--- config.mk ---
export PLATFORM = sky130hd
export DESIGN_NAME = clk_phase_gen
export DESIGN_NICKNAME = d
export VERILOG_FILES = /design/src/rtl/clk_phase_gen.sv
export SDC_FILE = /design/constraint.sdc
export NUM_CORES = 1
export LEC_CHECK = 0
export CAP_MARGIN = 20
export CORE_ASPECT_RATIO = 0.5
export CORE_UTILIZATION = 25
export CTS_CLUSTER_DIAMETER = 150
export CTS_CLUSTER_SIZE = 25
export DETAILED_ROUTE_END_ITERATION = 10
export GPL_TIMING_DRIVEN = 0
export HOLD_SLACK_MARGIN = 0.08
export PLACE_DENSITY = 0.52
export SLEW_MARGIN = 0
export SYNTH_ARGS = -nofsm -noshare
export SYNTH_HDL_FRONTEND = slang
export SYNTH_SLANG_ARGS = --single-unit
--- constraint.sdc ---
create_clock -name clock -period 3.54 [get_ports clock]
set_clock_uncertainty 0.05 [all_clocks]
set_input_delay 0.531 -clock clock [delete_from_list [all_inputs] [get_ports clock]]
set_output_delay 0.531 -clock clock [all_outputs]
set_load 0.05 [all_outputs]
--- src/rtl/clk_phase_gen.sv ---
`default_nettype none
// ============================================================================
// Module   : clk_phase_gen
// Brief    : Master-clock phase generator: binary divider chain with level and
//            rise/fall strobe outputs, wakestate offsets, resync and hold.
// Revision : 1.0 - initial release
// ============================================================================
module clk_phase_gen #(
    parameter int CNT_W    = 4,
    parameter int SYNC_VAL = 0,
    parameter int WS0_OFFS = 0,
    parameter int WS1_OFFS = 1,
    parameter int WS2_OFFS = 2,
    parameter int WS3_OFFS = 3
) (
    input  logic             clock,
    input  logic             reset,
    input  logic [1:0]       ws_i,
    input  logic             sync_i,
    input  logic             hold_i,
    output logic [CNT_W-1:0] clk_o,
    output logic [CNT_W-1:0] rise_o,
    output logic [CNT_W-1:0] fall_o
);

    function automatic logic [CNT_W-1:0] ws_offs(input logic [1:0] ws);
        logic [CNT_W-1:0] r;
        case (ws)
            2'd0:    r = CNT_W'(WS0_OFFS);
            2'd1:    r = CNT_W'(WS1_OFFS);
            2'd2:    r = CNT_W'(WS2_OFFS);
            default: r = CNT_W'(WS3_OFFS);
        endcase
        return r;
    endfunction

    logic [CNT_W-1:0] cnt_q, cnt_d;
    logic [CNT_W-1:0] offs_q, offs_d;
    logic             sync_dly_q;
    logic [1:0]       ws_cur_q, ws_cur_d;
    logic [1:0]       ws_pend_q, ws_pend_d;
    logic             pend_v_q, pend_v_d;
    logic [CNT_W-1:0] clk_q, rise_q, fall_q;
    logic [CNT_W-1:0] ph_d, rise_d, fall_d;

    logic       sync_edge;
    logic       advance;
    logic       apply;
    logic       ws_chg;
    logic [1:0] ws_tgt;

    always_comb begin
        sync_edge = sync_i & ~sync_dly_q;
        advance   = sync_edge | ~hold_i;

        if (sync_edge)
            cnt_d = CNT_W'(SYNC_VAL);
        else if (hold_i)
            cnt_d = cnt_q;
        else
            cnt_d = cnt_q + 1'b1;

        // A new wakestate only takes effect at the counter wrap so the phase
        // relationship of the slower clocks is never torn mid-period.
        ws_tgt    = pend_v_q ? ws_pend_q : ws_cur_q;
        ws_chg    = (ws_i != ws_tgt);
        apply     = pend_v_q & (&cnt_q) & advance;
        offs_d    = apply ? ws_offs(ws_pend_q) : offs_q;
        ws_cur_d  = apply ? ws_pend_q : ws_cur_q;
        ws_pend_d = ws_chg ? ws_i : ws_pend_q;
        pend_v_d  = ws_chg | (pend_v_q & ~apply);

        ph_d   = cnt_d + offs_d;
        rise_d = ph_d & ~clk_q;
        fall_d = ~ph_d & clk_q;
    end

    always_ff @(posedge clock) begin
        if (reset) begin
            cnt_q      <= '0;
            offs_q     <= ws_offs(ws_i);
            sync_dly_q <= 1'b0;
            ws_cur_q   <= ws_i;
            ws_pend_q  <= ws_i;
            pend_v_q   <= 1'b0;
            clk_q      <= '0;
            rise_q     <= '0;
            fall_q     <= '0;
        end else begin
            cnt_q      <= cnt_d;
            offs_q     <= offs_d;
            sync_dly_q <= sync_i;
            ws_cur_q   <= ws_cur_d;
            ws_pend_q  <= ws_pend_d;
            pend_v_q   <= pend_v_d;
            clk_q      <= ph_d;
            rise_q     <= rise_d;
            fall_q     <= fall_d;
        end
    end

    assign clk_o  = clk_q;
    assign rise_o = rise_q;
    assign fall_o = fall_q;

endmodule
`default_nettype wire

# Word-level counts from Yosys, hierarchy flattened
# Index checks and enable logic that the tools add are counted.
[op_classes] add_sub_neg=2 n_eq_ne=5 n_mux=11 bitwise_logic=13 reduce_logical=5
[op_table] op="2-to-1 mux 4 bit" n=4
[op_table] op="one-hot mux 2 bit (3 select lines)" n=2
[op_table] op="2-to-1 mux 2 bit" n=5
[op_table] op="bitwise AND 4 bit" n=2
[op_table] op="inverter 4 bit" n=2
[op_table] op="adder 4 x 1 -> 4 bit (second input constant)" n=1
[op_table] op="adder 4 bit" n=1
[op_table] op="bitwise AND 1 bit" n=4
[op_table] op="== test 2 x 1 -> 1 bit (second input constant)" n=2
[op_table] op="== test 2 bit (second input constant)" n=2
[op_table] op="zero test 2 bit" n=2
[op_table] op="AND reduction 4 bit" n=1
[op_table] op="nonzero test 2 bit" n=2
[op_table] op="inverter 1 bit" n=3
[op_table] op="inequality test 2 bit" n=1
[op_table] op="OR 1 bit" n=2
[totals] regBits=26 in_bits=6 output_inout_bits=12 word_cells=45

# Logic depth before layout (Yosys ltp)
[depth] word_depth=8 depth_mapped=11 mapped_depth_nobuf=10

# Least setup slack after synthesis
# Ideal clock, no wire load.
[synth_timing] kind="reg2reg" startpoint="register cnt_q[0]" endpoint="register rise_q[3], in the netlist rise_o[3]" setup_ps=76 arrival_time_ps=2359 t_required_ps=3414 setup_slack_ps=1056 stages_incl_launch_ff=12 n_path_buf=1 synth_period_minus_slack_ps=2484 cell_sequence="dfxtp_1 > ha_1 > and3_1 > and3_1 > buf_2 > mux2_4 > ha_1 > a21o_1 > a21oi_1 > nor2b_1 > nand4_1 > a21oi_1"
[synth_via] elab_chain_len=6 word_cells_on_any_way=9 cone_classes="add/sub: 2; mux: 3; bitwise: 3; reduce/logical: 1"
[synth_lines] item="start: declaration" line="37" text="logic [CNT_W-1:0] cnt_q, cnt_d;"
[synth_lines] item="start signal: assignment" line="90" text="cnt_q <= cnt_d;"
[synth_lines] item="parallel branches: the longest is 4 deep, another holds adder 4 x 1 -> 4 bit"
[synth_lines] item="adder 4 bit (*)" line="73" text="ph_d = cnt_d + offs_d;"
[synth_lines] item="bitwise AND 4 bit (*)" line="74" text="rise_d = ph_d & ~clk_q;"
[synth_lines] item="end signal: assignment" line="97" text="rise_q <= rise_d;"
[synth_lines] item="end: declaration" line="43" text="logic [CNT_W-1:0] clk_q, rise_q, fall_q;"
# Mark *: on every way between the ends.
# A chain may end at the register's enable or synchronous reset.

# Worst setup path in the final report
[layout_timing] startpoint="input port sync_i" endpoint="register rise_q[3], in the netlist rise_o[3]"
[layout_via] elab_chain_len=6 word_cells_on_any_way=7 cone_classes="add/sub: 1; mux: 2; bitwise: 4"
[layout_lines] item="start: declaration" line="19" text="input logic sync_i,"
[layout_lines] item="bitwise AND 1 bit (*)" line="53" text="sync_edge = sync_i & ~sync_dly_q;"
[layout_lines] item="OR 1 bit" line="54" text="advance = sync_edge | ~hold_i;"
[layout_lines] item="bitwise AND 1 bit" line="67" text="apply = pend_v_q & (&cnt_q) & advance;"
[layout_lines] item="2-to-1 mux 4 bit" line="68" text="offs_d = apply ? ws_offs(ws_pend_q) : offs_q;"
[layout_lines] item="adder 4 bit (*)" line="73"
[layout_lines] item="bitwise AND 4 bit (*)" line="74"
# Mark *: on every way between the ends. The rest lies on a longest branch, timed or not.

==> metrics.txt <==
R2R Path Start cnt_q[0]$_SDFF_PP0_; die extent in y approximately 50 um; Hold Vio Cnt, Final 0; Initial Utilization a little over a quarter; I/O Pins 18; initial detailed-routing violation count a little under 50; Final min period 2.91 ns; Post-Syn Area per Cell 10.9 um2; worst-path maximum fanout 6; Post-Synth Adder-Cell Area 6.02%; initial antenna violation count 0; Cell Count, Final, Fillers Out roughly 180; routability cong. approximately 0.7; Comb pwr share roughly 17%; hold wc startpoint clk_o[2]$_SDFF_PP0_; Synth Area in Simple Gates about 23%; Compound-Gate Fraction of Synth Area under 10%; Clock Pin Slew Worst Setup and Hold Paths about 0.090 ns; first-pass GRT wire length around 3400 um; vias in the first global route ~730; post_cts resized 0; Worst setup EP type register; Hold Path End rise_o[2]$_SDFF_PP0_; CTS Hold Bufs 0; core area between 4000 and 5000 um2; unrepaired setup endpoints after global routing false; final slew viol count 0; Clock Power Share a little over a third; ys flop type dfxtp_1; critical path's largest stage delay between 0.4 and 0.5 ns; final worst path period share ~80%; Psw between 0.00015 and 0.0002 W; pin count of the biggest net entering global routing 16; Slew @ Worst Pin between 0.5 and 0.6 ns; Overflow after GRT 0; H-tree depth 1; Int Pwr approximately 0.00052 W; CTS Buf Count 3; # Post-CTS Setup Buffers 0; Critical Path RT between 3 and 4 ns; sequential area share after synthesis approximately 48%; Final setup viols 0; cell count after placement 180; CTS tree yes; switching part of the total 24.5%; XOR/XNOR share of the synthesized area under 10%; GRT Total Usage roughly 9.1%; status finished, final reports clean; post-synth top area share ~38%; Detailed Route WL slightly above 2000 um; Via Count about 810; setup tns final 0 ns; top-count cell post-synth dfxtp_1; Avg Vias per Cell between 4 and 5; LEAKAGE around 0.59 nW; WS Path Type input pin to register; synth warn 0; Post-Syn Area roughly 1200 um2; CP max stage cell clkdlybuf4s50_1; latest clock arrival within the worst-skew pair ~0.27 ns; MaxCap Viol Count 0; VDD IR-drop max about 0.17 mV; sequential share of power around 48%; DRC viols 0; Row Count 17; die area 4950 um2; post-synthesis mux area share under 10%; Hold Path Cell Cnt 1; DP Wirelength 1560 um; cell taking the most area after synthesis dfxtp_1; largest family of logic cells by synthesized area simple AND/OR/NAND/NOR gates; clock sink total 26; CP cell instances clkdlybuf4s50_1 > nand2b_1 > nand2_1 > and3_1 > buf_2 > mux2_4 > ha_1 > a21o_1 > a21oi_1 > nor2b_1 > nand4_1 > a21oi_1; Worst Path Arrival 3.07 ns; Synth area leaders dfxtp_1 (38%), edfxtp_1 (10%), ha_1 (4.3%), nor2b_1 (4.3%), mux2_2 (3.9%); drt first pass iters 6; Max transition margin 66.4%; Root Buffer clkbuf_8; #FFs+latches synth 26; worst min path class register to register; top cells by count, synth dfxtp_1 (22), nor2b_1 (8), nor2_1 (7), nor3_1 (6); post-synth cell types 39; Syn-to-layout area delta 26.0%; clk buf depth 2; setup slack, reg-to-reg slightly below 0.7 ns; Final ANT Viol Nets 0; reg2reg path depth 11; f_max approximately 340 MHz; cell repeated most along the worst path a21oi_1; Worst R2R End rise_o[3]$_SDFF_PP0_; synthesized instance count 107; chip width 98.5 um; DR WL/cell roughly 11 um; port bufs 16; PwrDens between 400 and 500 nW/um2; layout cell share with drive strength beyond 1 roughly 13%; diode count 0; Post-synth ARST share 0%; Syn Nets 118; Net count, final ~140; Post-synth EDFFs 4; Startpoint Class input pin
==> flip-flops by register name, summed over array words and instances, names as in the netlist <==
name / count
clk_o: 4
cnt_q: 4
fall_o: 4
offs_q: 4
rise_o: 4
ws_cur_q: 2
ws_pend_q: 2
pend_v_q: 1
sync_dly_q: 1
==> how the worst max path moves through the flow <==
stage                                    from                    to  cells after the start
after floorplan           cnt_q[0]$_SDFF_PP0_  rise_o[3]$_SDFF_PP0_                     11
after global placement                 sync_i  rise_o[3]$_SDFF_PP0_                     12
after detailed placement               sync_i  rise_o[3]$_SDFF_PP0_                     12
after CTS                              sync_i  rise_o[3]$_SDFF_PP0_                     12
after global routing                   sync_i  rise_o[3]$_SDFF_PP0_                     12
final                                  sync_i  rise_o[3]$_SDFF_PP0_                     12
==> stage by stage <==
stage / hold WS [ns] / utilization [%] / instance area [um2] / power, W / worst slack (ns)
finish: 0.383 / 33.1 / 1470 / 0.000690 / 0.628
global route: 0.395 / 33.1 / 1470 / 0.000724 / 0.458
CTS: 0.389 / 33.1 / 1470 / 0.000700 / 0.646
detailed placement: 0.375 / 31.5 / 1400 / 0.000456 / 0.385
global placement: 0.371 / 31.5 / 1400 / 0.000454 / 0.397
floorplan: 0.371 / - / 1160 / 0.000419 / 1.06
==> cells in the final DEF, fill, tap and decap left out, types with 2 or more instances in the layout <==
master,Yosys,routed
edfxtp_1,4,4
nor4_1,2,2
ha_1,4,4
dfxtp_1,22,22
nor3_1,6,6
nand2_1,5,5
nor2_1,7,7
buf_2,2,2
mux2_2,4,4
nor3b_1,2,2
and3_1,2,2
mux2_4,2,2
nand2b_1,2,2
mux2i_1,4,4
inv_1,2,2
clkbuf_8,0,3
xnor2_1,5,5
clkdlybuf4s50_1,0,16
a21oi_1,3,3
nor2b_1,8,8
==> layout make-up <==
type / instances / area [um2]
clock inverter: 1 / 30.0
buffer: 5 / 28.8
sequential: 26 / 561
clock buffer: 3 / 41.3
fill: 437 / 2960
tap: 57 / 71.3
multi-input combinational: 74 / 567
inverter: 2 / 7.51
timing repair buffer: 16 / 160
==> cells by family after synthesis <==
kind of cell / Yosys count
fa+ha+maj: 5
mux: 10
simple gates: 45
compound gates: 8
xor+xnor: 6
flops: 26
buf+inv: 7
==> critical path: cells and delay by family <==
family          cells  cell delay [ns]
buf+inv             2             0.68
mux                 1             0.34
fa+ha+maj           1             0.27
compound gates      3             0.61
simple gates        5             0.61
==> power groups by stage <==
stage / clock [W] / sequential, W / combinational, W
2_1_floorplan: 0 / 0.000369 / 0.0000496
3_3_place_gp: 0 / 0.000337 / 0.000118
3_5_place_dp: 0 / 0.000337 / 0.000119
4_1_cts: 0.000251 / 0.000330 / 0.000119
5_1_grt: 0.000263 / 0.000333 / 0.000128
6_report: 0.000242 / 0.000330 / 0.000118
==> layer usage <==
| layer | vias up | GRT usage [%] | share of wire (%) |
|---|---|---|---|
| met5 | - | 0 | 0 |
| met4 | 0 | 3.73 | 1.5 |
| met3 | 5 | 2.51 | 2.2 |
| met2 | 11 | 13.6 | 43 |
| met1 | 381 | 12.3 | 54 |
| li1 | 414 | - | - |
No activity file was read; power rests on OpenSTA's default activity.
